$ cat config.mk
export PLATFORM = sky130hd
export DESIGN_NAME = scan_load_unload_ctrl
export DESIGN_NICKNAME = d
export VERILOG_FILES = /design/src/rtl/scan_ctrl_pkg.sv /design/src/rtl/scan_shift_counter.sv /design/src/rtl/scan_load_unload_ctrl.sv
export SDC_FILE = /design/constraint.sdc
export NUM_CORES = 1
export LEC_CHECK = 0
export BUFFER_PORTS_ARGS = -buffer_cell sky130_fd_sc_hd__buf_2
export CELL_PAD_IN_SITES_DETAIL_PLACEMENT = 1
export CELL_PAD_IN_SITES_GLOBAL_PLACEMENT = 1
export CORE_AREA = 3 3 69 71
export DETAILED_ROUTE_END_ITERATION = 7
export DIE_AREA = 0 0 72 74
export GPL_ROUTABILITY_DRIVEN = 0
export GPL_TIMING_DRIVEN = 1
export MAX_ROUTING_LAYER = met4
export PLACE_DENSITY = 0.77
export SYNTH_ARGS = -nofsm -noshare
export SYNTH_HDL_FRONTEND = slang
export SYNTH_SLANG_ARGS = --single-unit
$ cat constraint.sdc
create_clock -name CK -period 2.3 [get_ports CK]
set_clock_uncertainty 0.2 [all_clocks]
set_input_delay 0.345 -clock CK [delete_from_list [all_inputs] [get_ports CK]]
set_output_delay 0.345 -clock CK [all_outputs]
set_load 0.005 [all_outputs]
$ cat src/rtl/scan_ctrl_pkg.sv
// Shared types and defaults for the scan load/unload controller.
package scan_ctrl_pkg;

  localparam int DEF_CHAIN_LEN      = 8;
  localparam int DEF_CAPTURE_CYCLES = 1;

  typedef enum logic [1:0] {
    IDLE    = 2'd0,
    SHIFT   = 2'd1,
    CAPTURE = 2'd2
  } state_e;

endpackage

$ cat src/rtl/scan_shift_counter.sv
// Loadable down-counter; zero_o flags the edge on which the count reaches zero.
module scan_shift_counter #(
  parameter int W = 4
) (
  input  logic         CK,
  input  logic         RN,
  input  logic         load_i,
  input  logic [W-1:0] load_val_i,
  input  logic         dec_i,
  output logic         zero_o
);

  logic [W-1:0] cnt_q, cnt_d;

  always_comb begin
    cnt_d = cnt_q;
    if (load_i)                      cnt_d = load_val_i;
    else if (dec_i && cnt_q != '0)   cnt_d = cnt_q - W'(1);
  end

  assign zero_o = dec_i && (cnt_q == W'(1));

  always_ff @(posedge CK or negedge RN) begin
    if (!RN) cnt_q <= '0;
    else     cnt_q <= cnt_d;
  end

endmodule

$ cat src/rtl/scan_load_unload_ctrl.sv
// Shifts parallel patterns into a scan chain, runs capture, and shifts the
// response back out; the unload of one pattern overlaps the load of the next.
module scan_load_unload_ctrl
  import scan_ctrl_pkg::*;
#(
  parameter int CHAIN_LEN      = DEF_CHAIN_LEN,
  parameter int CAPTURE_CYCLES = DEF_CAPTURE_CYCLES
) (
  input  logic                 CK,
  input  logic                 RN,
  input  logic                 pat_valid,
  output logic                 pat_ready,
  input  logic [CHAIN_LEN-1:0] pat_data,
  input  logic                 pat_last,
  output logic                 resp_valid,
  input  logic                 resp_ready,
  output logic [CHAIN_LEN-1:0] resp_data,
  output logic                 scan_se,
  output logic                 scan_si,
  input  logic                 scan_so,
  output logic                 chain_ck_en,
  output logic                 busy
);

  localparam int CNT_W = $clog2(CHAIN_LEN + 1);
  localparam int CAP_W = $clog2(CAPTURE_CYCLES + 1);

  state_e               state_q, state_d;
  logic [CHAIN_LEN-1:0] shift_q, shift_d;
  logic [CHAIN_LEN-1:0] resp_shift_q, resp_shift_d;
  logic [CHAIN_LEN-1:0] resp_data_q, resp_data_d;
  logic                 resp_valid_q, resp_valid_d;
  logic                 last_q, last_d;
  logic                 pend_q, pend_d;
  logic                 uo_q, uo_d;
  logic                 se_q, se_d;
  logic                 si_q, si_d;
  logic                 ck_en_q, ck_en_d;
  logic                 busy_q, busy_d;

  logic sh_load, sh_dec, sh_zero;
  logic cap_load, cap_dec, cap_zero;
  logic resp_free;

  assign resp_free = !resp_valid_q || resp_ready;

  // A pending response may only be unloaded into a free buffer; after the
  // final pattern the IDLE slot is reserved for the unload-only shift.
  assign pat_ready = RN && (state_q == IDLE) &&
                     (!pend_q || (resp_free && !last_q));

  scan_shift_counter #(.W(CNT_W)) u_shift_cnt (
    .CK         (CK),
    .RN         (RN),
    .load_i     (sh_load),
    .load_val_i (CNT_W'(CHAIN_LEN)),
    .dec_i      (sh_dec),
    .zero_o     (sh_zero)
  );

  scan_shift_counter #(.W(CAP_W)) u_cap_cnt (
    .CK         (CK),
    .RN         (RN),
    .load_i     (cap_load),
    .load_val_i (CAP_W'(CAPTURE_CYCLES)),
    .dec_i      (cap_dec),
    .zero_o     (cap_zero)
  );

  always_comb begin
    state_d      = state_q;
    shift_d      = shift_q;
    resp_shift_d = resp_shift_q;
    resp_data_d  = resp_data_q;
    resp_valid_d = resp_valid_q && !resp_ready;
    last_d       = last_q;
    pend_d       = pend_q;
    uo_d         = uo_q;
    sh_load      = 1'b0;
    sh_dec       = 1'b0;
    cap_load     = 1'b0;
    cap_dec      = 1'b0;

    unique case (state_q)
      IDLE: begin
        if (pat_valid && pat_ready) begin
          shift_d = pat_data;
          last_d  = pat_last;
          sh_load = 1'b1;
          state_d = SHIFT;
        end else if (pend_q && last_q && resp_free) begin
          uo_d    = 1'b1;
          shift_d = '0;
          sh_load = 1'b1;
          state_d = SHIFT;
        end
      end
      SHIFT: begin
        shift_d      = shift_q >> 1;
        resp_shift_d = {scan_so, resp_shift_q[CHAIN_LEN-1:1]};
        sh_dec       = 1'b1;
        if (sh_zero) begin
          if (pend_q) begin
            resp_data_d  = resp_shift_d;
            resp_valid_d = 1'b1;
            pend_d       = 1'b0;
          end
          if (uo_q) begin
            uo_d    = 1'b0;
            last_d  = 1'b0;
            state_d = IDLE;
          end else begin
            cap_load = 1'b1;
            state_d  = CAPTURE;
          end
        end
      end
      CAPTURE: begin
        cap_dec = 1'b1;
        if (cap_zero) begin
          pend_d  = 1'b1;
          state_d = IDLE;
        end
      end
      default: state_d = IDLE;
    endcase

    // Chain-facing outputs are registered from the next state so they line
    // up with the cycle the state register enters.
    se_d    = (state_d == SHIFT);
    si_d    = (state_d == SHIFT) && shift_d[0];
    ck_en_d = (state_d != IDLE);
    busy_d  = (state_d != IDLE) || pend_d;
  end

  always_ff @(posedge CK or negedge RN) begin
    if (!RN) begin
      state_q      <= IDLE;
      shift_q      <= '0;
      resp_shift_q <= '0;
      resp_data_q  <= '0;
      resp_valid_q <= 1'b0;
      last_q       <= 1'b0;
      pend_q       <= 1'b0;
      uo_q         <= 1'b0;
      se_q         <= 1'b0;
      si_q         <= 1'b0;
      ck_en_q      <= 1'b0;
      busy_q       <= 1'b0;
    end else begin
      state_q      <= state_d;
      shift_q      <= shift_d;
      resp_shift_q <= resp_shift_d;
      resp_data_q  <= resp_data_d;
      resp_valid_q <= resp_valid_d;
      last_q       <= last_d;
      pend_q       <= pend_d;
      uo_q         <= uo_d;
      se_q         <= se_d;
      si_q         <= si_d;
      ck_en_q      <= ck_en_d;
      busy_q       <= busy_d;
    end
  end

  assign resp_valid  = resp_valid_q;
  assign resp_data   = resp_data_q;
  assign scan_se     = se_q;
  assign scan_si     = si_q;
  assign chain_ck_en = ck_en_q;
  assign busy        = busy_q;

endmodule
==> metrics list, run 1 <==
- In the global route stage, met2 resource usage came out at 29.9%.
- STA classifies the critical path endpoint as a flip-flop.
- The commonest cells after synthesis are 38 x sky130_fd_sc_hd__dfrtp_1, 21 x sky130_fd_sc_hd__mux2_2, 10 x sky130_fd_sc_hd__inv_1.
- Maximum count of clock buffers along a single path: 2
- Time the final worst path needs with I/O delays and setup: approximately 2.2 ns
* Maximum fanout along the worst path: 7
* Post-Synthesis Net Count: 170
- The detailed router finished its first iteration with 75 violations.
- After clock tree synthesis, the clock-pin slew on the worst setup and hold paths is 0.08 ns.
- Finished Cell Area: roughly 2200 sq um
- Io pins: 28
- Die height: 74 um
- The detailed router placed 1328 vias in this run.
- Number of max-slew violations in the final report: 0
* Mean cell area of the mapped netlist: 12.3 sq um
* Residual overflow from global routing: 0
- The placed instances occupy a cell area of 2060 sq um.
* Predominant post-synthesis flop cell: sky130_fd_sc_hd__dfrtp_1
- Worst setup path category: flip-flop to flip-flop
- CP max stage delay: ~0.43 ns
* Sinks on Clock Net: 38
- Clock insertion delay at the later pin of the skew report: 0.28 ns
- In this run the number of H-tree levels came out at 2.
* Global-route wire length before repair: approximately 7000 um
- Met1 Usage GRT: 22.0%
* Asr flop ratio synth: 100%
- Syn-to-layout area delta: 17.1%
- TritonCTS built the clock tree.
* HPWL reported at the end of detailed placement: 3150 um
- The number of global-route vias before repair was ~1400.
- Counting distinct cell types in the post-synthesis netlist gives 42.
* Critical Path Start Type: flip-flop
- Summed over its instances, the top area cell type makes up 51.5% of the synthesized netlist area.
- Summing every instance area after synthesis gives roughly 1800 sq um.
- Adding up every negative setup slack in the final design gives 0 ns.
- At the pin with the least slew margin, the transition time is about 0.5 ns.
- Post-Syn Instances: 150
- Status: finished clean
- Arrival @ worst endpoint: 2.15 ns
- For this run, design rule violations remaining after detail routing come to 0.
* # rows: 24
- Most used routing layer: met2
* Most frequently used cell type in the post-synthesis netlist: sky130_fd_sc_hd__dfrtp_1
* Effective utilization at floorplan: 43.0%
- For this design the ratio of total power to cell area is 541 nW/um^2.
* YS warnings: 0
- The number of hold violations in the final report was 0.
* Cell breakdown of the critical path: inv_1 -> ha_1 -> and2_1 -> nand4_2 -> a21oi_4 -> mux2_2
- Count of state elements after synthesis: 38
- Data on the critical path is required at its endpoint by 2.27 ns.
* Post-synth top area cell: sky130_fd_sc_hd__dfrtp_1
* Total global-route track usage: 18.0%
- Class of the most critical hold timing path: input pin to flip-flop
- Per-cell routed wire length: 17.7 um
- Filler cell count in the final layout: 457
* Total of cells resized after clock tree synthesis: 0
- Counting the buffers created by CTS gives 5.
- The tree is rooted in a sky130_fd_sc_hd__clkbuf_8.
- Via-per-instance ratio: ~5.6
- Setup violations remaining at the end of the flow were counted as 0.
- Achievable clock frequency: 459 MHz
- In this run the standard cell core region covers 4290 sq um.
- N_diodes: 0
- Overall routed net length: between 4000 and 5000 um
- Max_cap viols: 0
* RSZ-0062 raised after global routing: no
* Final period util: 94.8%
* Master of the slowest instance on the critical path: sky130_fd_sc_hd__dfrtp_1
- LEAKAGE: 0.00107 uW
- The detail route stage leaves a number of antenna-violating nets equal to 0.
- X dimension of the die: 72 um
- During placement, the flow inserted port buffers numbering 27.
* Number of antenna violations at the first check in global routing: 0
* Register area share after synthesis: between 50% and 60%
- By area the synthesized netlist is led by sky130_fd_sc_hd__dfrtp_1 51%, sky130_fd_sc_hd__mux2_2 13%, sky130_fd_sc_hd__ha_1 4.1%, sky130_fd_sc_hd__a22o_1 3.3%, sky130_fd_sc_hd__inv_1 2.0%.
- Final layout net count: 206
* Share of final-layout standard cells stronger than drive strength 1: 38.5%
* Maximum number of pins on one net before global-route repair: 28
- For this run, global-route usage on met3 was measured as approximately 3.6%.
- Headroom to the max-slew limit: around 67%
- Die outline area: ~5300 sq um
* Number of enable flip-flop cells after synthesis: 0
- Pre-antenna DRT Iters: 4
* Worst IR drop on VDD: 0.354 mV
## through the flow
stage | setup WS, ns | std cells | utilization, % | total power (uW) | hold slack (ns)
6_report | 0.120 | 239 | 50.4 | 1170 | 0.107
2_1_floorplan | 0.271 | 150 | - | 682 | -0.151
4_1_cts | 0.114 | 239 | 50.4 | 1180 | 0.102
3_5_place_dp | 0.121 | 230 | 47.9 | 711 | 0.125
5_1_grt | 0.000676 | 239 | 50.4 | 1220 | 0.0992
3_3_place_gp | 0.223 | 230 | 47.9 | 709 | 0.115
## worst max-delay path, delay by kind of cell (launching register included)
| family | cells | cell delay [ns] |
|---|---|---|
| AND/OR/NAND/NOR | 2 | 0.41 |
| adder cells (fa/ha/maj) | 1 | 0.20 |
| buffers and inverters | 1 | 0.14 |
| flip-flops | 1 | 0.43 |
| AO/OA/AOI/OAI | 1 | 0.32 |
| multiplexers | 1 | 0.38 |
## metal layers
metal / part of all wire [%] / vias up / routed length [um]
met1: 43 / 682 / 1830
met3: 3.2 / 7 / 137
met5: 0 / - / 0
met4: 1.3 / 0 / 57
met2: 52 / 20 / 2210
li1: - / 619 / -
## sequential cells by signal (all words and copies together) (netlist names), 2 cells and up
signal             flops
resp_data              8
resp_shift_q           7
shift_q                8
state_q                2
u_shift_cnt.cnt_q      4
## where the power goes
part	internal (uW)	switching (uW)
Combinational	12.1	18.5
Sequential	668	0
Clock	241	231
Total	920	250
## layout by cell type (no fill, tap or decap), types with 2 or more instances in the layout
cell,instances
sky130_fd_sc_hd__buf_2,27
sky130_fd_sc_hd__mux2_2,21
sky130_fd_sc_hd__o21ai_0,5
sky130_fd_sc_hd__a21oi_1,3
sky130_fd_sc_hd__nor2_1,5
sky130_fd_sc_hd__clkbuf_8,6
sky130_fd_sc_hd__o211ai_1,4
sky130_fd_sc_hd__nand2b_1,2
sky130_fd_sc_hd__a211oi_1,2
sky130_fd_sc_hd__nand3_1,2
sky130_fd_sc_hd__dfrtp_1,38
sky130_fd_sc_hd__nor2b_1,2
sky130_fd_sc_hd__xor2_1,2
sky130_fd_sc_hd__buf_4,7
sky130_fd_sc_hd__inv_1,10
sky130_fd_sc_hd__ha_1,6
sky130_fd_sc_hd__a22oi_1,2
sky130_fd_sc_hd__and3_1,3
sky130_fd_sc_hd__nand2_1,6
sky130_fd_sc_hd__o22ai_1,2
sky130_fd_sc_hd__or2_2,2
sky130_fd_sc_hd__a22o_1,7
sky130_fd_sc_hd__nand3b_1,2
## logic make-up (layout without fill, tap and decap cells)
kind of cell,Yosys count,in the layout,share of synthesized area (%)
XOR/XNOR,3,3,1.42
multiplexers,21,21,12.8
buffers and inverters,16,53,4.27
adder cells (fa/ha/maj),6,6,4.06
flip-flops,38,38,51.5
AND/OR/NAND/NOR,31,31,9.96
AO/OA/AOI/OAI,35,35,16.0
## layout make-up
type                    count  area [sq um]  area share (%)
well taps                  52          65.1            3.01
repair buffers             35           198            9.14
clock buffers               6          82.6            3.82
inverters                  10          37.5            1.74
multi-input cells          96           817            37.8
flip-flops and latches     38           951            44.0
clock inverters             2          12.5           0.578
## path summary, 6_finish.rpt
kind / startpoint / end / slack, ns / cells after the start
max: state_q[1]$_DFF_PN0_ / shift_q[6]$_DFFE_PN0P_ / 0.12 / 6
min: scan_so / resp_shift_q[7]$_DFFE_PN0N_ / 0.11 / 2
max reg2reg: state_q[1]$_DFF_PN0_ / shift_q[6]$_DFFE_PN0P_ / 0.12 / 6
min reg2reg: resp_data[0]$_DFFE_PN0P_ / resp_data[0]$_DFFE_PN0P_ / 0.30 / 1
max in group asynchronous: RN / state_q[0]$_DFF_PN0_ / 1.21 / 3
min in group asynchronous: RN / uo_q$_DFFE_PN0P_ / 0.35 / 3
## repair_timing
action | 4_1_cts | 5_1_grt
endpoints found under the hold margin | 38 | 0
hold buffers | 1 | 0
buffers inserted | 0 | 0
No activity file was read; power rests on OpenSTA's default activity.
==> run 2: changes to the inputs <==
==> constraint.sdc (replaced) <==
create_clock -name CK -period 2.3 [get_ports CK]
set_clock_uncertainty 0.2 [all_clocks]
set_input_delay 0.23 -clock CK [delete_from_list [all_inputs] [get_ports CK]]
set_output_delay 0.23 -clock CK [all_outputs]
set_load 0.005 [all_outputs]
==> run 2 against run 1 <==
Sequential share of layout area is 1.2 points lower; highest routed layer unchanged; flip-flop and latch count unchanged; core utilization up 1.4 points; largest cell class unchanged; routed wire length is 3.0% lower; clock power grew 45%; sequential power about the same; worst setup slack better by 0.014 ns; via count down 3.3%.
==> metrics list, run 2 (synthesized netlist as in run 1, its figures left out) <==
* Status: finished clean
- # Post-CTS Setup Buffers: 0
- Clock tree root buffer cell: sky130_fd_sc_hd__clkbuf_8
- Setup violation total in the final timing report: 0
* Total power consumption of the routed design: approximately 1400 uW
- Footprint of the flip-flops and latches: 951 sq um
- Counting the fill cells in the layout gives 460.
- Together, buffers and inverters on the worst path number 1.
* Overall routed net length: ~4000 um
* Maximum fanout along the worst path: 7
- Reg2Reg Launch Point: state_q[1]$_DFF_PN0_
* Htree depth: 2
- Maximum count of clock buffers along a single path: 2
* Number of antenna violations at the first check in global routing: 0
- Entering global routing, the biggest net connects 22 pins.
- Max_cap viols: 0
- Syn-to-layout area delta: 20.5%
- The region available for standard cell placement spans 4290 sq um.
- Most common library cell in the layout ignoring fill and taps: sky130_fd_sc_hd__dfrtp_1
* Commonest non-fill, non-tap cells in the layout: 38 x sky130_fd_sc_hd__dfrtp_1, 27 x sky130_fd_sc_hd__buf_2, 21 x sky130_fd_sc_hd__mux2_2, 10 x sky130_fd_sc_hd__inv_1
- The worst path in the final design needs a cycle of 2.17 ns, including I/O delays and setup.
- The die covers approximately 5300 sq um.
* HPWL reported at the end of detailed placement: 3050 um
- Achievable clock frequency: approximately 460 MHz
* Vias in the first global route: 1384
- Cell breakdown of the critical path: inv_1 -> ha_1 -> and2_1 -> nand4_4 -> a21oi_4 -> mux2_2
- In the final layout, the multi-input gates occupy approximately 830 sq um.
- Setup repair after global routing left no endpoint under its margin.
* Global-route wire length before repair: 6780 um
* Worst IR drop on VDD: 0.367 mV
- FF-to-FF End: shift_q[6]$_DFFE_PN0P_
* Worst reg-to-reg path cell count: 6
- Worst setup path category: flip-flop to flip-flop
* Number of port buffers: 27
- For the worst-skew pair, the clock arrives at the later sink with an insertion delay of 0.29 ns.
- Post-Route Setup TNS: 0 ns
- The first TritonRoute pass finished after 4 iterations.
* Critical Path Start Type: flip-flop
- In this run the worst hold path is classified as input pin to flip-flop.
- In this run the power density over the cells is 621 nW/um^2.
- Summed over all layers, the global routing overflow is 0.
- Share of final-layout standard cells stronger than drive strength 1: a little under two fifths
- X dimension of the die: 72 um
- Measured against its own limit, the worst slew margin works out to just under 70%.
- Final layout net count: between 200 and 250
- Endpoint class of the critical path: flip-flop
- Arrival @ worst endpoint: 2.15 ns
- Total global-route track usage: 17.4%
- LEAKAGE: 0.00110 uW
* Effective utilization at floorplan: 43.0%
* Number of max-slew violations in the final report: 0
- Clock-pin slew was measured on the worst setup and hold paths at approximately 0.080 ns.
- In this design, the stage delay of the slowest critical-path cell is 0.44 ns.
* Worst setup endpoint: shift_q[6]$_DFFE_PN0P_
- On the critical path, the stage with the largest delay is an instance of sky130_fd_sc_hd__dfrtp_1.
* DR vias: 1284
- The most critical setup path has its startpoint at state_q[1]$_DFF_PN0_.
- For this run, design rule violations remaining after detail routing come to 0.
- In the routed layout, each cell is associated on average with a via count of 5.35.
- The tree built by TritonCTS fans out to 38 sinks.
* Clock buffers created by TritonCTS: 5
* Largest delay share family, worst path: flip-flops
- From bottom edge to top edge, the die measures 74 um.
- Count of final hold-check violations: 0
* Io pins: 28
- Reg-to-reg setup timing slack: 0.13 ns
* Number of DRC markers after the initial detailed-route iteration: 98
- Actual transition at the worst max-transition pin: 0.462 ns
* Hold Worst Slack: 0.0118 ns
- The repair_antennas step left the layout with diodes totalling 0.
* Final period util: 94.2%
- CTS tree: built
- Req. time, crit path: between 2 and 2.5 ns
- After detailed routing, the average wire length per cell comes to roughly 17 um.
* Worst path depth: 6
- Antenna-violating nets left: 0
- The initialized floorplan defines 24 standard-cell rows.
## run 2: worst reg2reg max path: stages (launching register included)
cell	delay, ns
sky130_fd_sc_hd__dfrtp_1	0.44
sky130_fd_sc_hd__inv_1	0.14
sky130_fd_sc_hd__ha_1	0.19
sky130_fd_sc_hd__and2_1	0.22
sky130_fd_sc_hd__nand4_4	0.19
sky130_fd_sc_hd__a21oi_4	0.31
sky130_fd_sc_hd__mux2_2	0.38
## run 2: area by class of cell
| cell class | count | share of cell area (%) |
|---|---|---|
| repair buffers | 36 | 9.34 |
| inverters | 10 | 1.69 |
| well taps | 52 | 2.92 |
| clock buffers | 5 | 3.09 |
| flip-flops and latches | 38 | 42.7 |
| multi-input cells | 96 | 37.1 |
| clock inverters | 3 | 3.09 |
## run 2: how the worst min path moves through the flow
stage                           start                                to  slack [ns]  cells past startpoint
after floorplan                    RN                    busy$_DFF_PN0_       -0.27                      0
after global placement             RN  u_shift_cnt.cnt_q[2]$_DFFE_PN0P_        0.04                      2
after detailed placement           RN  u_shift_cnt.cnt_q[3]$_DFFE_PN0P_        0.05                      2
after CTS                 pat_data[7]            shift_q[7]$_DFFE_PN0P_       0.008                      3
after global routing      pat_data[0]              shift_q[0]$_DFF_PN0_        0.05                      3
final                     pat_data[7]            shift_q[7]$_DFFE_PN0P_        0.01                      3
## run 2: per-layer routing
| layer | vias up | global-route usage (%) | share of wire [%] |
|---|---|---|---|
| met4 | 0 | 5.64 | 1.6 |
| met1 | 640 | 21.4 | 44 |
| li1 | 614 | - | - |
| met2 | 23 | 27.8 | 51 |
| met3 | 7 | 5.14 | 3.8 |
| met5 | - | - | 0 |
## run 2: per-stage QoR
stage	setup WS, ns	cells	area, sq um	util [%]
global placement	0.201	230	2060	47.9
finish	0.133	240	2220	51.8
floorplan	0.271	150	1850	-
global route	0.0155	240	2220	51.8
detailed placement	0.148	230	2060	47.9
CTS	0.123	240	2220	51.6
## run 2: timing repair
action                     CTS  global route
hold buffers                 2             0
resized for setup            0             1
setup endpoints to repair    0             3
hold endpoints to repair    40             0
## run 2: power breakdown
part / leakage, uW / switching (uW) / internal [uW]
registers: 0.000489 / 0 / 667
logic: 0.000541 / 18.9 / 13.2
clock network: 0.0000683 / 248 / 435
total: 0.00110 / 267 / 1120
